**src/rtl/ch_pkt_parser.sv**
```systemverilog
// ch_pkt_parser
//   Front end of knownCH. Takes the byte stream of one received packet from
//   the radio RX buffer and decodes two packet types:
//     HB (heartbeat) : type, src_hi, src_lo, lim_hi, lim_lo        (5 bytes)
//     CH (announce)  : type, id_hi, id_lo, hop_hi, hop_lo, q_hi, q_lo (7 bytes)
//   Multi-byte fields arrive high byte first. Malformed packets are dropped,
//   flagged with pkt_err and counted. Unknown packet types are dropped silently.
//
// Ports
//   clk          in   rising-edge clock
//   nrst         in   asynchronous reset, active-high (1 = reset)
//   rx_valid     in   rx_data / rx_sop / rx_eop valid
//   rx_ready     out  parser can take a byte (low only in the emit cycle)
//   rx_sop       in   first byte of a packet
//   rx_eop       in   last byte of a packet
//   rx_data      in   packet byte
//   HB_reset     out  1-cycle pulse: valid HB decoded
//   HB_CHlimit   out  CH limit from the last valid HB
//   fCH_ID       out  CH node ID from the last valid CH
//   fCH_Hops     out  received hop count + 1, saturating at all-ones
//   fCH_QValue   out  CH Q-value (Q2.14), passed through
//   en_KCH       out  1-cycle pulse: new fCH_* values
//   pkt_err      out  1-cycle pulse: packet discarded as malformed
//   err_count    out  saturating count of pkt_err pulses
//   o_dbg_state  out  current FSM state (IDLE=0, COLLECT=1, DROP=2, EMIT=3)
//
// Handshake: a byte transfers on a rising edge where rx_valid & rx_ready are
// both high. rx_ready depends only on the FSM state, never on rx_valid, so an
// upstream source may hold rx_valid high while it waits.

module ch_pkt_parser #(
   parameter int                   MEM_WIDTH  = 8,
   parameter int                   WORD_WIDTH = 16,
   parameter logic [MEM_WIDTH-1:0] TYPE_HB    = 8'h01,
   parameter logic [MEM_WIDTH-1:0] TYPE_CH    = 8'h02,
   parameter int                   ERRCNT_W   = 8
) (
   input  logic                  clk,
   input  logic                  nrst,
   input  logic                  rx_valid,
   output logic                  rx_ready,
   input  logic                  rx_sop,
   input  logic                  rx_eop,
   input  logic [MEM_WIDTH-1:0]  rx_data,
   output logic                  HB_reset,
   output logic [WORD_WIDTH-1:0] HB_CHlimit,
   output logic [WORD_WIDTH-1:0] fCH_ID,
   output logic [WORD_WIDTH-1:0] fCH_Hops,
   output logic [WORD_WIDTH-1:0] fCH_QValue,
   output logic                  en_KCH,
   output logic                  pkt_err,
   output logic [ERRCNT_W-1:0]   err_count,
   output logic [1:0]            o_dbg_state
);

   // Shadow store for payload bytes 1..5; the final byte is taken live.
   localparam int SHW = 5 * MEM_WIDTH;

   typedef enum logic [1:0] {
      S_IDLE    = 2'd0,
      S_COLLECT = 2'd1,
      S_DROP    = 2'd2,
      S_EMIT    = 2'd3
   } state_t;

   state_t                r_state, w_next_state;
   logic [2:0]            r_cnt, w_cnt_next;
   logic                  r_is_ch, w_is_ch_next;
   logic [SHW-1:0]        r_shift;
   logic [WORD_WIDTH-1:0] r_hb_limit, r_ch_id, r_ch_hops, r_ch_q;
   logic                  r_hb_reset, r_en_kch, r_pkt_err;
   logic [ERRCNT_W-1:0]   r_err_count;

   logic                  w_xfer, w_type_hb, w_type_ch, w_at_last;
   logic                  w_shift_en, w_commit, w_err;
   logic [WORD_WIDTH-1:0] w_hop, w_hop_next;

   assign rx_ready    = (r_state != S_EMIT);
   assign w_xfer      = rx_valid & rx_ready;
   assign w_type_hb   = (rx_data == TYPE_HB);
   assign w_type_ch   = (rx_data == TYPE_CH);
   // r_cnt is the index of the byte about to be accepted (type byte = 0).
   assign w_at_last   = (r_cnt == (r_is_ch ? 3'd6 : 3'd4));
   // After five shifts of a CH packet: {id_hi, id_lo, hop_hi, hop_lo, q_hi}.
   assign w_hop       = r_shift[3*MEM_WIDTH-1:MEM_WIDTH];
   assign w_hop_next  = (&w_hop) ? w_hop : w_hop + WORD_WIDTH'(1);

   always_comb begin
      w_next_state = r_state;
      w_cnt_next   = r_cnt;
      w_is_ch_next = r_is_ch;
      w_shift_en   = 1'b0;
      w_commit     = 1'b0;
      w_err        = 1'b0;
      if (w_xfer && rx_sop) begin
         // A sop byte always starts a new packet, abandoning any packet in
         // progress; only a packet still being collected counts as an error.
         if (r_state == S_COLLECT) w_err = 1'b1;
         if (w_type_hb || w_type_ch) begin
            if (rx_eop) begin
               w_err        = 1'b1;
               w_next_state = S_IDLE;
            end else begin
               w_next_state = S_COLLECT;
               w_cnt_next   = 3'd1;
               w_is_ch_next = w_type_ch;
            end
         end else begin
            w_next_state = rx_eop ? S_IDLE : S_DROP;
         end
      end else begin
         case (r_state)
            S_COLLECT: begin
               if (w_xfer) begin
                  if (w_at_last) begin
                     w_cnt_next = 3'd0;
                     if (rx_eop) begin
                        w_commit     = 1'b1;
                        w_next_state = S_EMIT;
                     end else begin
                        w_err        = 1'b1;
                        w_next_state = S_DROP;
                     end
                  end else begin
                     w_shift_en = 1'b1;
                     if (rx_eop) begin
                        w_err        = 1'b1;
                        w_next_state = S_IDLE;
                        w_cnt_next   = 3'd0;
                     end else begin
                        w_cnt_next = r_cnt + 3'd1;
                     end
                  end
               end
            end
            S_DROP: begin
               if (w_xfer && rx_eop) w_next_state = S_IDLE;
            end
            S_EMIT: w_next_state = S_IDLE;
            default: ;
         endcase
      end
   end

   // Output registers load on the edge that accepts the final byte, so the
   // new values and the pulse are visible throughout the EMIT cycle.
   always_ff @(posedge clk or posedge nrst) begin
      if (nrst) begin
         r_state     <= S_IDLE;
         r_cnt       <= 3'd0;
         r_is_ch     <= 1'b0;
         r_shift     <= '0;
         r_hb_limit  <= '0;
         r_ch_id     <= '0;
         r_ch_hops   <= '1;
         r_ch_q      <= '0;
         r_hb_reset  <= 1'b0;
         r_en_kch    <= 1'b0;
         r_pkt_err   <= 1'b0;
         r_err_count <= '0;
      end else begin
         r_state    <= w_next_state;
         r_cnt      <= w_cnt_next;
         r_is_ch    <= w_is_ch_next;
         r_hb_reset <= 1'b0;
         r_en_kch   <= 1'b0;
         r_pkt_err  <= w_err;
         if (w_shift_en) r_shift <= {r_shift[SHW-MEM_WIDTH-1:0], rx_data};
         if (w_commit) begin
            if (r_is_ch) begin
               r_ch_id   <= r_shift[SHW-1:3*MEM_WIDTH];
               r_ch_hops <= w_hop_next;
               r_ch_q    <= {r_shift[MEM_WIDTH-1:0], rx_data};
               r_en_kch  <= 1'b1;
            end else begin
               r_hb_limit <= {r_shift[MEM_WIDTH-1:0], rx_data};
               r_hb_reset <= 1'b1;
            end
         end
         if (w_err && (r_err_count != '1)) r_err_count <= r_err_count + ERRCNT_W'(1);
      end
   end

   assign HB_reset    = r_hb_reset;
   assign HB_CHlimit  = r_hb_limit;
   assign fCH_ID      = r_ch_id;
   assign fCH_Hops    = r_ch_hops;
   assign fCH_QValue  = r_ch_q;
   assign en_KCH      = r_en_kch;
   assign pkt_err     = r_pkt_err;
   assign err_count   = r_err_count;
   assign o_dbg_state = r_state;

endmodule

```
**config.mk**
```make
export PLATFORM = sky130hd
export DESIGN_NAME = ch_pkt_parser
export DESIGN_NICKNAME = d
export VERILOG_FILES = /design/src/rtl/ch_pkt_parser.sv
export SDC_FILE = /design/constraint.sdc
export NUM_CORES = 1
export LEC_CHECK = 0
export BUFFER_PORTS_ARGS = -buffer_cell sky130_fd_sc_hd__buf_2
export CAP_MARGIN = 20
export CORE_AREA = 2 2 118 120
export DETAILED_ROUTE_END_ITERATION = 6
export DIE_AREA = 0 0 120 122
export MAX_ROUTING_LAYER = met4
export PLACE_DENSITY = 0.66
export SLEW_MARGIN = 20
export SYNTH_ARGS = -nofsm -noshare
export SYNTH_HDL_FRONTEND = slang
export SYNTH_SLANG_ARGS = --single-unit
```
**constraint.sdc**
```tcl
create_clock -name clk -period 8.1 [get_ports clk]
set_input_delay 1.215 -clock clk [delete_from_list [all_inputs] [get_ports clk]]
set_output_delay 1.215 -clock clk [all_outputs]
set_load 0.005 [all_outputs]
```
# Word level (Yosys, flattened, before mapping)
# Cells that the tools add are included.
totals:
  ff_bits: 121
  input_bits: 13
  output_inout_bits: 78
  word_cells: 84
classes:
  add_sub_neg: 3
  n_eq_ne: 13
  muxes: 40
  bitwise: 3
  n_reduce_logical: 13
op_table:
  columns: ["operator", "n"]
  rows:
  - ["$mux W1", 23]
  - ["$mux W3", 7]
  - ["$add A16 B1 Y16 const B", 1]
  - ["$mux W16", 1]
  - ["$mux W2", 8]
  - ["$reduce_and A16 Y1", 1]
  - ["$add A8 B1 Y8 const B", 1]
  - ["$eq A8 B1 Y1 const B", 1]
  - ["$eq A8 B2 Y1 const B", 1]
  - ["$ne A8 B8 Y1 const B", 1]
  - ["$reduce_and A4 Y1", 2]
  - ["$ne A3 B3 Y1 const B", 2]
  - ["$pmux W2 S3", 1]
  - ["$eq A2 B2 Y1 const B", 2]
  - ["$ne A2 B2 Y1 const B", 2]
  - ["$ne A4 B4 Y1 const B", 1]
  - ["$reduce_and A2 Y1", 2]
  - ["$reduce_bool A2 Y1", 2]
  - ["$reduce_bool A4 Y1", 1]
  - ["$add A3 B1 Y3 const B", 1]
  - ["$eq A3 B3 Y1", 1]
  - ["$logic_and A1 B1 Y1", 3]
  - ["$reduce_and A3 Y1", 1]
  - ["$eq A2 B1 Y1 const B", 1]
  - ["4 further kinds", 5]

# Logic depth before layout (Yosys ltp)
depth:
  word_depth: 7
  ltp_mapped: 9
  depth_no_buf: 9

# Worst setup path before layout
# No wires, ideal clock.
synth_timing:
  path_kind: "input port to flip-flop"
  start: "in rx_eop"
  end: "reg r_err_count[7] (netlist: err_count[7])"
  setup_time_ps: 125
  arrival_time_ps: 2695
  required_time_ps: 7975
  setup_slack_ps: 5280
  stages: 8
  path_buffers: 1
  path_cell_list: "clkbuf_2 > inv_1 > ha_1 > nor2_1 > nor2_1 > a31oi_4 > nor4_1 > mux2_2"
synth_via:
  elab_chain_cells: 6
  elab_cells_between_ends: 9
  classes_between: "mux: 8; reduce/logical: 1"
synth_lines:
  columns: ["item", "line", "rtl"]
  rows:
  - ["start: declaration", "43", "input logic rx_eop,"]
  - ["$mux W1 (on tied branches)", "126, 117", null]
  - ["$mux W1", "115", "if (w_at_last) begin"]
  - ["$mux W1", "114", "if (w_xfer) begin"]
  - ["$mux W1", "112", "case (r_state)"]
  - ["$mux W1 (*)", "95", "if (w_xfer && rx_sop) begin"]
  - ["$logic_and A1 B1 Y1 (*)", "180", "if (w_err && (r_err_count != '1)) r_err_count <= r_err_count + ERRCNT_W'(1);"]
  - ["end signal: assignment", "180", null]
  - ["end: declaration", "72", "logic [ERRCNT_W-1:0] r_err_count;"]
# Mark *: on every way between the ends. The rest lies on a longest branch, timed or not.
# A chain may end at the register's enable or synchronous reset.

# Worst setup path after layout
layout_timing:
  start: "in rx_valid"
  end: "reg r_ch_hops[0] (netlist: fCH_Hops[0])"
layout_via:
  elab_chain_cells: 5
  elab_cells_between_ends: 6
  classes_between: "mux: 3; bitwise: 1; reduce/logical: 2"
layout_lines:
  columns: ["item", "line", "rtl"]
  rows:
  - ["start: declaration", "40", "input logic rx_valid,"]
  - ["$and A1 B1 Y1 (*)", "79", "assign w_xfer = rx_valid & rx_ready;"]
  - ["$mux W1", "114", null]
  - ["$mux W1", "112", null]
  - ["$mux W1 (*)", "95", null]
  - ["$reduce_and A2 Y1 (no line) (*)", null, null]
  - ["end signal: assignment", "172", "r_ch_hops <= w_hop_next;"]
  - ["end: declaration", "70", "logic [WORD_WIDTH-1:0] r_hb_limit, r_ch_id, r_ch_hops, r_ch_q;"]
# Marks and branches as above.

==> out/qor.csv <==
metric,value,unit
path_cells,buf_2 -> nand3b_1 -> nor2_1 -> nand3_2 -> buf_4 -> inv_1 -> buf_4 -> mux2_2,
vdd_ir_drop_max,0.000111,V
final_cell_area,0.00647,mm2
ys_top_cells_by_count,"nand2_1, dfrtp_1, mux2_2",
clkTransAtPathRegs,50,ps
synthCells,463,
yosysMostFrequentCell,nand2_1,
cts_setup_buffers,0,
r2r_start,r_is_ch,
vias,3681,
port_buffers,90,
fmaxAchievable,331,MHz
setup-tns-final,0,ps
wl_per_cell,14.8,um
std_cell_rows,43,
grt_start_max_net_pins,82,
holdCritPathClass,flip-flop to flip-flop,
maxSlewViolCount,0,
startpoint_type,input port,
start_util,38.6,%
cts_buffer_depth,2,
path_common_cell,buf_4,
post-place-ws,4640,ps
startpoint,rx_valid,
finalCriticalPeriod,3020,ps
cpLargestDelayFamily,buffers and inverters,
cellLeakagePower,0.00339,uW
avgViaCountPerCell,4.91,
clock-sinks,121,
maxCapViolCount,0,
rsz0062_at_grt,false,
fp.coreArea,0.0135,mm2
synth-async-reset-ratio,100,%
grt-ovfl-total,0,
min_period_over_period,37.3,%
ys_top_cells_by_area,"dfrtp_1, mux2_2, nand2_1",
setup_viol,0,
totalWireLength,11.1,mm
critPathKind,input port to flip-flop,
gp_congestion,0.869,
place_hpwl,7.75,mm
yosysUniqueCellTypes,46,
status,completed,
ys_seq_elements,121,
antenna_found_initial,0,
crit_path_max_incr_delay,380,ps
worst_pin_slew,942,ps
fillCellCount,1233,
first_global_vias,3731,
worst_path_max_delay_cell,nor2_1,
synth_top_area_cell,dfrtp_1,
dpl-instance-area,0.00585,mm2
ant_nets,0,
skew,7.97,ps
drcViolationCount,0,
ctsHoldBuffers,0,
path_depth,8,
die_area,0.0146,mm2
clock-root-buffer,clkbuf_16,
yosysWarnings,0,
holdWs,465,ps
critPathRequiredTime,8440,ps
holdPathStages,2,
cp.arrival,3360,ps
finalHoldViolCount,0,
h-tree-depth,4,
ios,91,
synth.avg_cell_area,11.3,um2
diodes,0,
synth-edff-count,0,
fin_ws,5080,ps
first_pass_iters,4,
post_cts_resized,0,
reg2reg_depth,8,
synth_top_area_share,50.4,%
numCtsBuffers,17,
drt_iter0_drc,190,
grt_pass1_wl,18.8,mm
critPathBufInv,4,
hp-start,fCH_ID[10],
clk_latency,420,ps
cts_tree,done,
nets,575,
drive_gt1_share,36.7,%
die_w,120,um
grt_usage,17.0,%
ys_seq_area_share,58.4,%
crit_fanout,56,
syn2layout_area_growth,24.0,%
power_density,219,mW/mm2
synthesis.nets,481,
die_h,122,um
syn-cell-area,0.00522,mm2
ys.flop_type,dfrtp_1,
endpoint_kind,flip-flop,
max-slew-margin-rel,37.0,%
-- placed cells by master, fill, tap and decap left out, drive strengths merged, types with 3 or more instances in the layout --
master      n
nand2b      3
clkbuf     19
inv        13
dfrtp     105
xor2        8
dfstp      16
clkinvlp    4
bufinv      4
nand4       8
nand2     126
nand3       9
clkinv      3
a21oi       4
nor4        5
ha          5
nor3        7
nor4b       3
nor2       14
buf        93
mux2       60
xnor2       8
a31oi       6
o21ai      19
-- worst register-to-register path, cell delays in order (launching register included) --
cell and delay, ps:
dfrtp_1 440, xnor2_1 170, and3_1 250, ha_1 240, nand3_2 80, buf_4 310
inv_1 380, buf_4 360, mux2_2 390
-- kinds of logic after synthesis --
group	after synthesis	synth area share [%]
AOI/OAI and AO/OA	43	5.52
xor gates and xnor gates	16	2.69
adders and majority gates	5	1.20
buffers and inverters	30	2.37
DFF	121	58.4
muxes	62	13.3
and+or+nand+nor	186	16.5
-- layer usage --
| layer | share of wire [%] | global-route usage (%) | vias up |
|---|---|---|---|
| met5 | 0 | - | - |
| met4 | 1.4 | 7.06 | 0 |
| met3 | 5.1 | 4.92 | 17 |
| met2 | 48 | 26.4 | 81 |
| met1 | 45 | 21.0 | 1799 |
| li1 | - | - | 1784 |
-- path summary, 6_finish.rpt --
path                                 end  slack [ps]
min in group asynchronous  HB_CHlimit[9]         830
max reg2reg                  fCH_Hops[0]        5400
max in group asynchronous       r_cnt[0]        6190
max                          fCH_Hops[0]        5080
min                           fCH_ID[10]         460
min reg2reg                   fCH_ID[10]         460
-- registers in the layout, indices dropped and copies added, names as in the netlist --
| name | flops |
|---|---|
| r_cnt | 3 |
| fCH_Hops | 16 |
| err_count | 8 |
| en_KCH | 1 |
| r_is_ch | 1 |
| fCH_QValue | 16 |
| o_dbg_state | 2 |
| r_shift | 40 |
| fCH_ID | 16 |
| HB_CHlimit | 16 |
| HB_reset | 1 |
| pkt_err | 1 |
-- power breakdown --
group	switching [uW]	internal (uW)	leakage (uW)	total, uW
Sequential	1.99	607	0.00162	609
Clock	263	519	0.000291	782
Combinational	21.1	6.86	0.00148	27.9
Total	286	1130	0.00339	1420
-- metrics by stage --
stage / power [uW] / cells / utilization (%)
6_report: 1420 / 749 / 47.9
5_1_grt: 1470 / 749 / 47.9
4_1_cts: 1440 / 749 / 47.9
3_5_place_dp: 648 / 718 / 43.3
3_3_place_gp: 647 / 718 / 43.3
2_1_floorplan: 635 / 463 / -
-- cell type report --
class	count	area [um2]	area share, %
flip-flops and latches	121	3050	47.1
well taps	180	225	3.48
clock buffers	19	443	6.85
multi-input cells	312	2050	31.7
repair buffers	93	477	7.37
clock inverters	12	174	2.69
inverters	12	47.5	0.735
Note: power is estimated with default switching activity, not from simulation.
